`src/rtl/arb_pkg.sv`:
```
// Shared types and constants for the priority arbiter: FSM state and arbitration modes.
package arb_pkg;

   typedef enum logic {
      IDLE = 1'b0,
      BUSY = 1'b1
   } arb_state_e;

   localparam int ARB_FIXED = 0;
   localparam int ARB_RR    = 1;

endpackage

```
`src/rtl/priority_arbiter_if.sv`:
```
// Request/grant bundle between requesters (master) and the arbiter (slave).
interface priority_arbiter_if #(
   parameter int N  = 8,
   parameter int IW = $clog2(N)
);

   logic [N-1:0]  req;
   logic          en;
   logic          done;
   logic [N-1:0]  gnt;
   logic [IW-1:0] gnt_idx;
   logic          gnt_valid;

   modport master (
      output req, en, done,
      input  gnt, gnt_idx, gnt_valid
   );

   modport slave (
      input  req, en, done,
      output gnt, gnt_idx, gnt_valid
   );

endinterface

```
`src/rtl/prio_enc.sv`:
```
// Circular priority search: first set bit of vec_i starting at start_i, walking
// upward (DOWN=0) or downward (DOWN=1) with wrap-around.
module prio_enc #(
   parameter int N    = 8,
   parameter int IW   = $clog2(N),
   parameter bit DOWN = 1'b0
) (
   input  logic [N-1:0]  vec_i,
   input  logic [IW-1:0] start_i,
   output logic [IW-1:0] idx_o,
   output logic          found_o
);

   always_comb begin
      int p;
      idx_o   = '0;
      found_o = 1'b0;
      p       = 0;
      for (int k = 0; k < N; k++) begin
         if (DOWN) p = (int'(start_i) - k + N) % N;
         else      p = (int'(start_i) + k) % N;
         if (!found_o && vec_i[p]) begin
            found_o = 1'b1;
            idx_o   = IW'(p);
         end
      end
   end

endmodule

```
`src/rtl/priority_arbiter.sv`:
```
// N-way arbiter, fixed-priority or round-robin, holding one registered grant until
// the owner signals done or drops its request; always one idle cycle between grants.
module priority_arbiter
   import arb_pkg::*;
#(
   parameter int N    = 8,
   parameter int MODE = ARB_FIXED,
   parameter int IW   = $clog2(N)
) (
   input  logic               clk,
   input  logic               rst_n,
   priority_arbiter_if.slave  bus
);

   arb_state_e    state_q, state_d;
   logic [N-1:0]  gnt_q, gnt_d;
   logic [IW-1:0] idx_q, idx_d;
   logic          vld_q, vld_d;
   logic [IW-1:0] ptr_q, ptr_d;

   logic [IW-1:0] start_idx;
   logic [IW-1:0] win_idx;
   logic          win_found;

   // Fixed priority is a downward search from the top requester; ptr stays at zero.
   assign start_idx = (MODE == ARB_FIXED) ? IW'(N - 1) : ptr_q;

   prio_enc #(
      .N    (N),
      .IW   (IW),
      .DOWN (MODE == ARB_FIXED)
   ) u_enc (
      .vec_i   (bus.req),
      .start_i (start_idx),
      .idx_o   (win_idx),
      .found_o (win_found)
   );

   always_ff @(posedge clk or negedge rst_n) begin
      if (!rst_n) begin
         state_q <= IDLE;
         gnt_q   <= '0;
         idx_q   <= '0;
         vld_q   <= 1'b0;
         ptr_q   <= '0;
      end else begin
         state_q <= state_d;
         gnt_q   <= gnt_d;
         idx_q   <= idx_d;
         vld_q   <= vld_d;
         ptr_q   <= ptr_d;
      end
   end

   always_comb begin
      state_d = state_q;
      case (state_q)
         IDLE:    if (bus.en && win_found) state_d = BUSY;
         BUSY:    if (bus.done || !bus.req[idx_q]) state_d = IDLE;
         default: state_d = IDLE;
      endcase
   end

   // A release always lands in IDLE with cleared outputs, so new requests seen in
   // the release cycle are arbitrated only on the following edge.
   always_comb begin
      gnt_d = gnt_q;
      idx_d = idx_q;
      vld_d = vld_q;
      ptr_d = ptr_q;
      if (state_q == IDLE && state_d == BUSY) begin
         gnt_d          = '0;
         gnt_d[win_idx] = 1'b1;
         idx_d          = win_idx;
         vld_d          = 1'b1;
         if (MODE == ARB_RR)
            ptr_d = (win_idx == IW'(N - 1)) ? '0 : win_idx + 1'b1;
      end else if (state_d == IDLE) begin
         gnt_d = '0;
         idx_d = '0;
         vld_d = 1'b0;
      end
   end

   assign bus.gnt       = gnt_q;
   assign bus.gnt_idx   = idx_q;
   assign bus.gnt_valid = vld_q;

   a_onehot: assert property (@(posedge clk) disable iff (!rst_n)
      $onehot0(gnt_q) && (gnt_q[idx_q] == vld_q) && (vld_q == (state_q == BUSY)));

endmodule

```
`src/flat_wrapper.sv`:
```
// flat-port wrapper written by rule: the top's interface ports become plain ports
module priority_arbiter_flat import arb_pkg::*;
#(
   parameter int N    = 8,
   parameter int MODE = ARB_FIXED,
   parameter int IW   = $clog2(N)
)
  (clk, rst_n, bus_req, bus_en, bus_done, bus_gnt, bus_gnt_idx, bus_gnt_valid);
  priority_arbiter_if #(.N(N), .IW(IW)) bus_i ();
  input  logic clk;
  input  logic rst_n;
  input wire logic [$bits(bus_i.req)-1:0] bus_req;
  input wire logic [$bits(bus_i.en)-1:0] bus_en;
  input wire logic [$bits(bus_i.done)-1:0] bus_done;
  output wire logic [$bits(bus_i.gnt)-1:0] bus_gnt;
  output wire logic [$bits(bus_i.gnt_idx)-1:0] bus_gnt_idx;
  output wire logic [$bits(bus_i.gnt_valid)-1:0] bus_gnt_valid;
  assign bus_i.req = bus_req;
  assign bus_i.en = bus_en;
  assign bus_i.done = bus_done;
  assign bus_gnt = bus_i.gnt;
  assign bus_gnt_idx = bus_i.gnt_idx;
  assign bus_gnt_valid = bus_i.gnt_valid;
  priority_arbiter #(.N(N), .MODE(MODE), .IW(IW)) u_core (.clk(clk), .rst_n(rst_n), .bus(bus_i));
endmodule
```
`config.mk`:
```
export PLATFORM = sky130hd
export DESIGN_NAME = priority_arbiter_flat
export DESIGN_NICKNAME = d
export VERILOG_FILES = /design/src/rtl/arb_pkg.sv /design/src/rtl/priority_arbiter_if.sv /design/src/rtl/prio_enc.sv /design/src/rtl/priority_arbiter.sv /design/src/flat_wrapper.sv
export SDC_FILE = /design/constraint.sdc
export NUM_CORES = 1
export LEC_CHECK = 0
export CAP_MARGIN = 25
export CORE_MARGIN = 2
export CORE_UTILIZATION = 46
export CTS_CLUSTER_SIZE = 24
export DETAILED_ROUTE_END_ITERATION = 6
export GPL_TIMING_DRIVEN = 0
export PLACE_DENSITY = 0.88
export SKIP_CTS_REPAIR_TIMING = 1
export SYNTH_ARGS = -nofsm -noshare
export SYNTH_HDL_FRONTEND = slang
export SYNTH_SLANG_ARGS = --single-unit
```
`constraint.sdc`:
```
create_clock -name clk -period 2.4 [get_ports clk]
set_input_delay 0.6 -clock clk [delete_from_list [all_inputs] [get_ports clk]]
set_output_delay 0.6 -clock clk [all_outputs]
set_load 0.02 [all_outputs]
```
# After elaboration in Yosys (flattened, before gate mapping)
# Index checks and enable logic that the tools add are counted.
# word_totals
ff_bits	13
mem_bits_ro	0
latch_bits	0
inputBits	12
output_inout_bits	12
mem_bits_rw	0
mem_count	0
word_cells	57
# classes
shift	0
n_eq_ne	1
magnitude_cmp	3
bitwise_logic	1
reduce_logical	19
n_mul	0
muxes	29
n_div	0
add_sub_neg	0
# op_table
operator	count
$mux 3	10
$mux 8	2
$mux 1	14
$logic_and 1x1->1	10
$logic_not 1->1	8
$lt 3x4->1 const B	2
$bmux 1 s3	1
$demux 1 s3	1
$ge 3x1->1 const B	1
$ne 2x2->1 const B	1
$pmux 1 s2	1
$logic_or 1x1->1	1
$not 1->1	1

# Longest topological paths before layout
# logic_depth
ltp_word	27
mapped_depth	6
ltp_nobuf	4

# Modules after synthesis
# From an unflattened synthesis, not the netlist that was laid out.
# hier_totals
hier_cells	162
hier_area_um2	1662.8
# by_module_without_submodules
mod	area_per_inst_um2	cells_each	n_inst
prio_enc	1049.8	113	1
priority_arbiter	613.1	49	1

# Least setup slack after synthesis
# Ideal clock, no wire load.
# synth_path
kind	in2reg
from	input bus_req[6]
to	register u_core.idx_q[1] (netlist: u_core.bus.gnt_idx[1])
n_path_buf	2
setup_slack_ps	738
arrival_ps	1598
setup_ps	64
cell_stages	6
path_cell_list	clkbuf_2 mux2i_1 a221oi_2 o311a_2 buf_6 a22o_2
# synth_via
elab_chain_cells	25
elab_cells_between_ends	38
# synth_lines
element	line	source
start, declared	flat_wrapper.sv:12	input wire logic [$bits(bus_i.req)-1:0] bus_req;
$logic_and 1x1->1	prio_enc.sv:22	if (!found_o && vec_i[p]) begin
$mux 1	prio_enc.sv:22	
$logic_not 1->1	prio_enc.sv:22	
$logic_and 1x1->1	prio_enc.sv:22	
$mux 1	prio_enc.sv:22	
$logic_not 1->1	prio_enc.sv:22	
$logic_and 1x1->1	prio_enc.sv:22	
$mux 1	prio_enc.sv:22	
(+9 left out)	n/a	
$logic_not 1->1	prio_enc.sv:22	
$logic_and 1x1->1	prio_enc.sv:22	
$mux 1	prio_enc.sv:22	
$logic_and 1x1->1	priority_arbiter.sv:58	IDLE: if (bus.en && win_found) state_d = BUSY;
$mux 1	priority_arbiter.sv:58	
$pmux 1 s2	priority_arbiter.sv:57	case (state_q)
$logic_and 1x1->1	priority_arbiter.sv:71	if (state_q == IDLE && state_d == BUSY) begin
$ne 2x2->1 (no line) or $mux 3 (tied branches)	n/a	
end signal, assigned	priority_arbiter.sv:49	idx_q <= idx_d;
end, declared	priority_arbiter.sv:17	logic [IW-1:0] idx_q, idx_d;
# Parallel ways exist; a longest one is shown, timed or not. The select of a mux whose other input is x is not followed.
# A chain may end at the register's enable or synchronous reset.

# Worst setup path in the final report
# layout_path
from	input bus_req[7]
to	register u_core.gnt_q[1] (netlist: u_core.bus.gnt[1])
# layout_via
elab_chain_cells	27
elab_cells_between_ends	46
# layout_lines
element	line	source
$mux 1	prio_enc.sv:22	
$logic_not 1->1	prio_enc.sv:22	
$logic_and 1x1->1	prio_enc.sv:22	
$mux 1	prio_enc.sv:22	
$logic_not 1->1	prio_enc.sv:22	
$logic_and 1x1->1	prio_enc.sv:22	
$mux 1	prio_enc.sv:22	
$logic_not 1->1	prio_enc.sv:22	
(+11 left out)	n/a	
$logic_not 1->1	prio_enc.sv:22	
$logic_and 1x1->1	prio_enc.sv:22	
$mux 3 or $mux 1 (tied branches)	prio_enc.sv:22	
$lt 3x4->1 (not written as such), or another cell as far along	priority_arbiter.sv:73	gnt_d[win_idx] = 1'b1;
$logic_and 1x1->1 (not written as such) or $mux 1 (tied branches)	priority_arbiter.sv:73, priority_arbiter.sv:58	
$mux 1 (not written as such) or $pmux 1 s2 (tied branches)	priority_arbiter.sv:73, priority_arbiter.sv:57	
$demux 1 s3 or $logic_and 1x1->1 (tied branches)	priority_arbiter.sv:73, priority_arbiter.sv:71	
$mux 8 or $ne 2x2->1 (tied branches)	n/a	
end signal, assigned	priority_arbiter.sv:48	gnt_q <= gnt_d;
end, declared	priority_arbiter.sv:16	logic [N-1:0] gnt_q, gnt_d;
# Parallel ways exist; a longest one is shown, timed or not. The select of a mux whose other input is x is not followed.

==> key figures <==
STA
  – Final setup viols: 0
  – Max-slew violations: 0
  – Fin crit share: 83.6%
  – Unrepaired setup endpoints after global routing: false
  – Highest clock frequency the design can meet: 0.498 GHz
  – Worst Setup Slack, final: 0.393 ns
  – Final min period: 2.01 ns
  – Final hold vios: 0
  – Worst-Margin Slew: 0.571 ns
  – Skew final: slightly below 0.009 ns
  – Worst rel slew slack: 61.8%
  – Post-route setup TNS: 0 ns

Synth
  – Register area share after synthesis: 47.9%
  – Largest family of logic cells by synthesized area: compound AO/OA/AOI/OAI gates
  – Synth top area cells: dfrtp_1, a32o_1, a22o_2
  – Synth Flop Type: dfrtp_1
  – Cells after synthesis: 60
  – YS warnings: 0
  – Synth Area in Simple Gates: 15.1%
  – Top-area cell type share of the netlist area: 47.9%
  – Post-Synth Adder-Cell Area: 0%
  – Mux share of post-synthesis cell area: under 10%
  – Post-synth ARST share: 100%
  – Syn avg cell area: approximately 11 sq um
  – XOR/XNOR share of the synthesized area: 0%
  – Flop and latch count out of synthesis: 13
  – Mapped Nets: 72
  – Post-synthesis compound-gate area fraction: 26.3%
  – Mapped Area: 679 sq um
  – Post-synth EDFFs: 0
  – Most common cell in the netlist: dfrtp_1
  – Post-synth cell types: 28
  – Most frequent cells after synthesis: dfrtp_1, a32o_1, a22o_2, inv_1, nor2_1
  – Yosys top cell by area: dfrtp_1

Floorplanning
  – Core Region: 1330 sq um
  – Initial core utilization: 50.9%
  – DIE AREA: between 1500 and 2000 sq um
  – Die Width: 42.4 microns
  – Die Ht: 42.4 microns
  – # rows: 13
  – I/O Pins: 24

Power and ir drop
  – Leak Pwr: roughly 0.42 nW
  – Pwr dens: 608 nW/um^2
  – Peak VDD IR: 0.365 mV

Cells and area
  – Layout overhead on the synthesized area: 39.2%
  – Cell Count, Final, Fillers Out: 101
  – N_diodes: 0
  – Final Util: 70.9%
  – Layout cell share with drive strength beyond 1: 20.9%
  – Fin nets: 99

Global routing
  – Overflow after GRT: 0
  – Global-route wire length before repair: 2440 microns
  – Vias in the first global route: 544
  – Gr usage total: 18.2%
  – Initial antenna violation count: 0
  – Largest net degree at the start of global routing: 14

Routing
  – Pre-antenna DRT Iters: 4
  – DR DRC count: 0
  – Via density: 5.90
  – Post-DRT Antenna Nets: 0
  – DR vias: 596
  – DR iter-0 viols: 15
  – Drt total wl: between 1500 and 2000 microns
  – Wire length per cell: 15.4 microns

Critical path
  – FF-to-FF End: u_core.bus.gnt[1]
  – CP Buf/Inv Count: 2
  – Slowest cell on the critical path: clkdlybuf4s50_1
  – Worst R2R Setup Slack: roughly 0.78 ns
  – CP Max Fanout: 10
  – Max incr delay on CP: 0.59 ns
  – Critical path type: input port to register
  – Worst endpoint required time: 2.63 ns
  – Worst reg2reg path depth: 6
  – Crit-path cells: clkdlybuf4s50_1 > mux2i_1 > a221oi_2 > o311a_2 > buf_6 > a22o_2
  – CP top delay family: compound AO/OA/AOI/OAI gates
  – Worst Path Arrival: 2.24 ns
  – CP Launch Type: input port
  – Critical path startpoint: bus_req[7]
  – CP Capture Type: register
  – Reg2reg start: u_core.bus.gnt_idx[0]

Worst hold path
  – Min-delay src: u_core.bus.gnt[4]
  – Worst Hold Class: register to register
  – Hold path depth: 1
  – Hold Path Sink: u_core.bus.gnt[4]

Place
  – Placed cell count: 97
  – Port Buf Inserts: 22
  – DP Worst Slack: 0.102 ns
  – DP HPWL: 1190 microns
  – Final estimated routing congestion in global placement: about 0.77

Clock network
  – Worst-path clk slew: 0.09 ns
  – Clock Tree Buf Depth: 2
  – CTS Sinks: 13
  – Root Driver: clkbuf_4
  – CTS tree: done
  – CTS H-tree lvls: 1
  – TritonCTS Buffers: 3
  – Clock latency at the later pin of the worst-skew pair: 0.28 ns

Status
  – Status: finished, final reports clean

Flow run
  – MaxCap Viol Count: 0
registers in the layout, summed over array words and instances, names as in the netlist:
| register | count |
|---|---|
| u_core.bus.gnt | 8 |
| u_core.bus.gnt_idx | 3 |
| u_core.bus.gnt_valid | 1 |
| u_core.state_q | 1 |
through the flow:
stage	hold slack [ns]	instance area, sq um	total power (W)
floorplan	0.304	679	0.000362
global placement	0.468	918	0.000433
detailed placement	0.472	918	0.000439
CTS	0.501	946	0.000577
global route	0.518	946	0.000603
finish	0.494	946	0.000575
how the worst max path moves through the flow:
stage / endpoint / depth (start not counted)
finish: u_core.bus.gnt[1] / 6
global route: u_core.bus.gnt[6] / 6
CTS: u_core.bus.gnt[2] / 6
detailed placement: u_core.bus.gnt[2] / 6
global placement: u_core.bus.gnt[1] / 6
floorplan: u_core.bus.gnt_idx[1] / 6
kinds of logic (layout without fill, tap and decap cells):
logic type	Yosys count	count (layout)
simple gates	17	17
compound gates	20	20
buf+inv	7	33
flops	13	13
mux	3	3
layout make-up:
| type | instances | area [sq um] |
|---|---|---|
| Fill cell | 103 | 388 |
| Sequential cell | 13 | 325 |
| Multi-Input combinational cell | 40 | 312 |
| Timing Repair Buffer | 22 | 220 |
| Buffer | 3 | 27.5 |
| Clock buffer | 3 | 22.5 |
| Tap cell | 15 | 18.8 |
| Inverter | 4 | 15.0 |
| Clock inverter | 1 | 5.00 |
metal layers:
metal	part of all wire [%]	wire (microns)	GRT usage, %
met1	46	717	23.7
met2	46	713	31.1
met3	6.5	101	2.59
met4	1.4	21	5.63
met5	0	0	0
report_power, final:
group | switching, W | leakage (nW) | total [W] | internal, W
Clock | 0.0000787 | 0.0177 | 0.000141 | 0.0000619
Sequential | 0.0000160 | 0.173 | 0.000255 | 0.000239
Combinational | 0.0000862 | 0.226 | 0.000179 | 0.0000930
placed cells by master (no fill, tap or decap), drive strengths merged:
cell / instances
a21o: 1
a21oi: 2
a221oi: 1
a22o: 5
a32o: 5
and2: 1
and2b: 2
buf: 2
clkbuf: 4
clkdlybuf4s50: 22
clkinv: 1
dfrtp: 13
inv: 4
mux2i: 3
nand2: 1
nand3b: 1
nand4: 1
nor2: 4
nor3: 2
nor4: 1
o211ai: 1
o21ai: 2
o221ai: 1
o311a: 1
o31a: 1
or2: 1
or2b: 3
No activity file was read; power rests on OpenSTA's default activity.
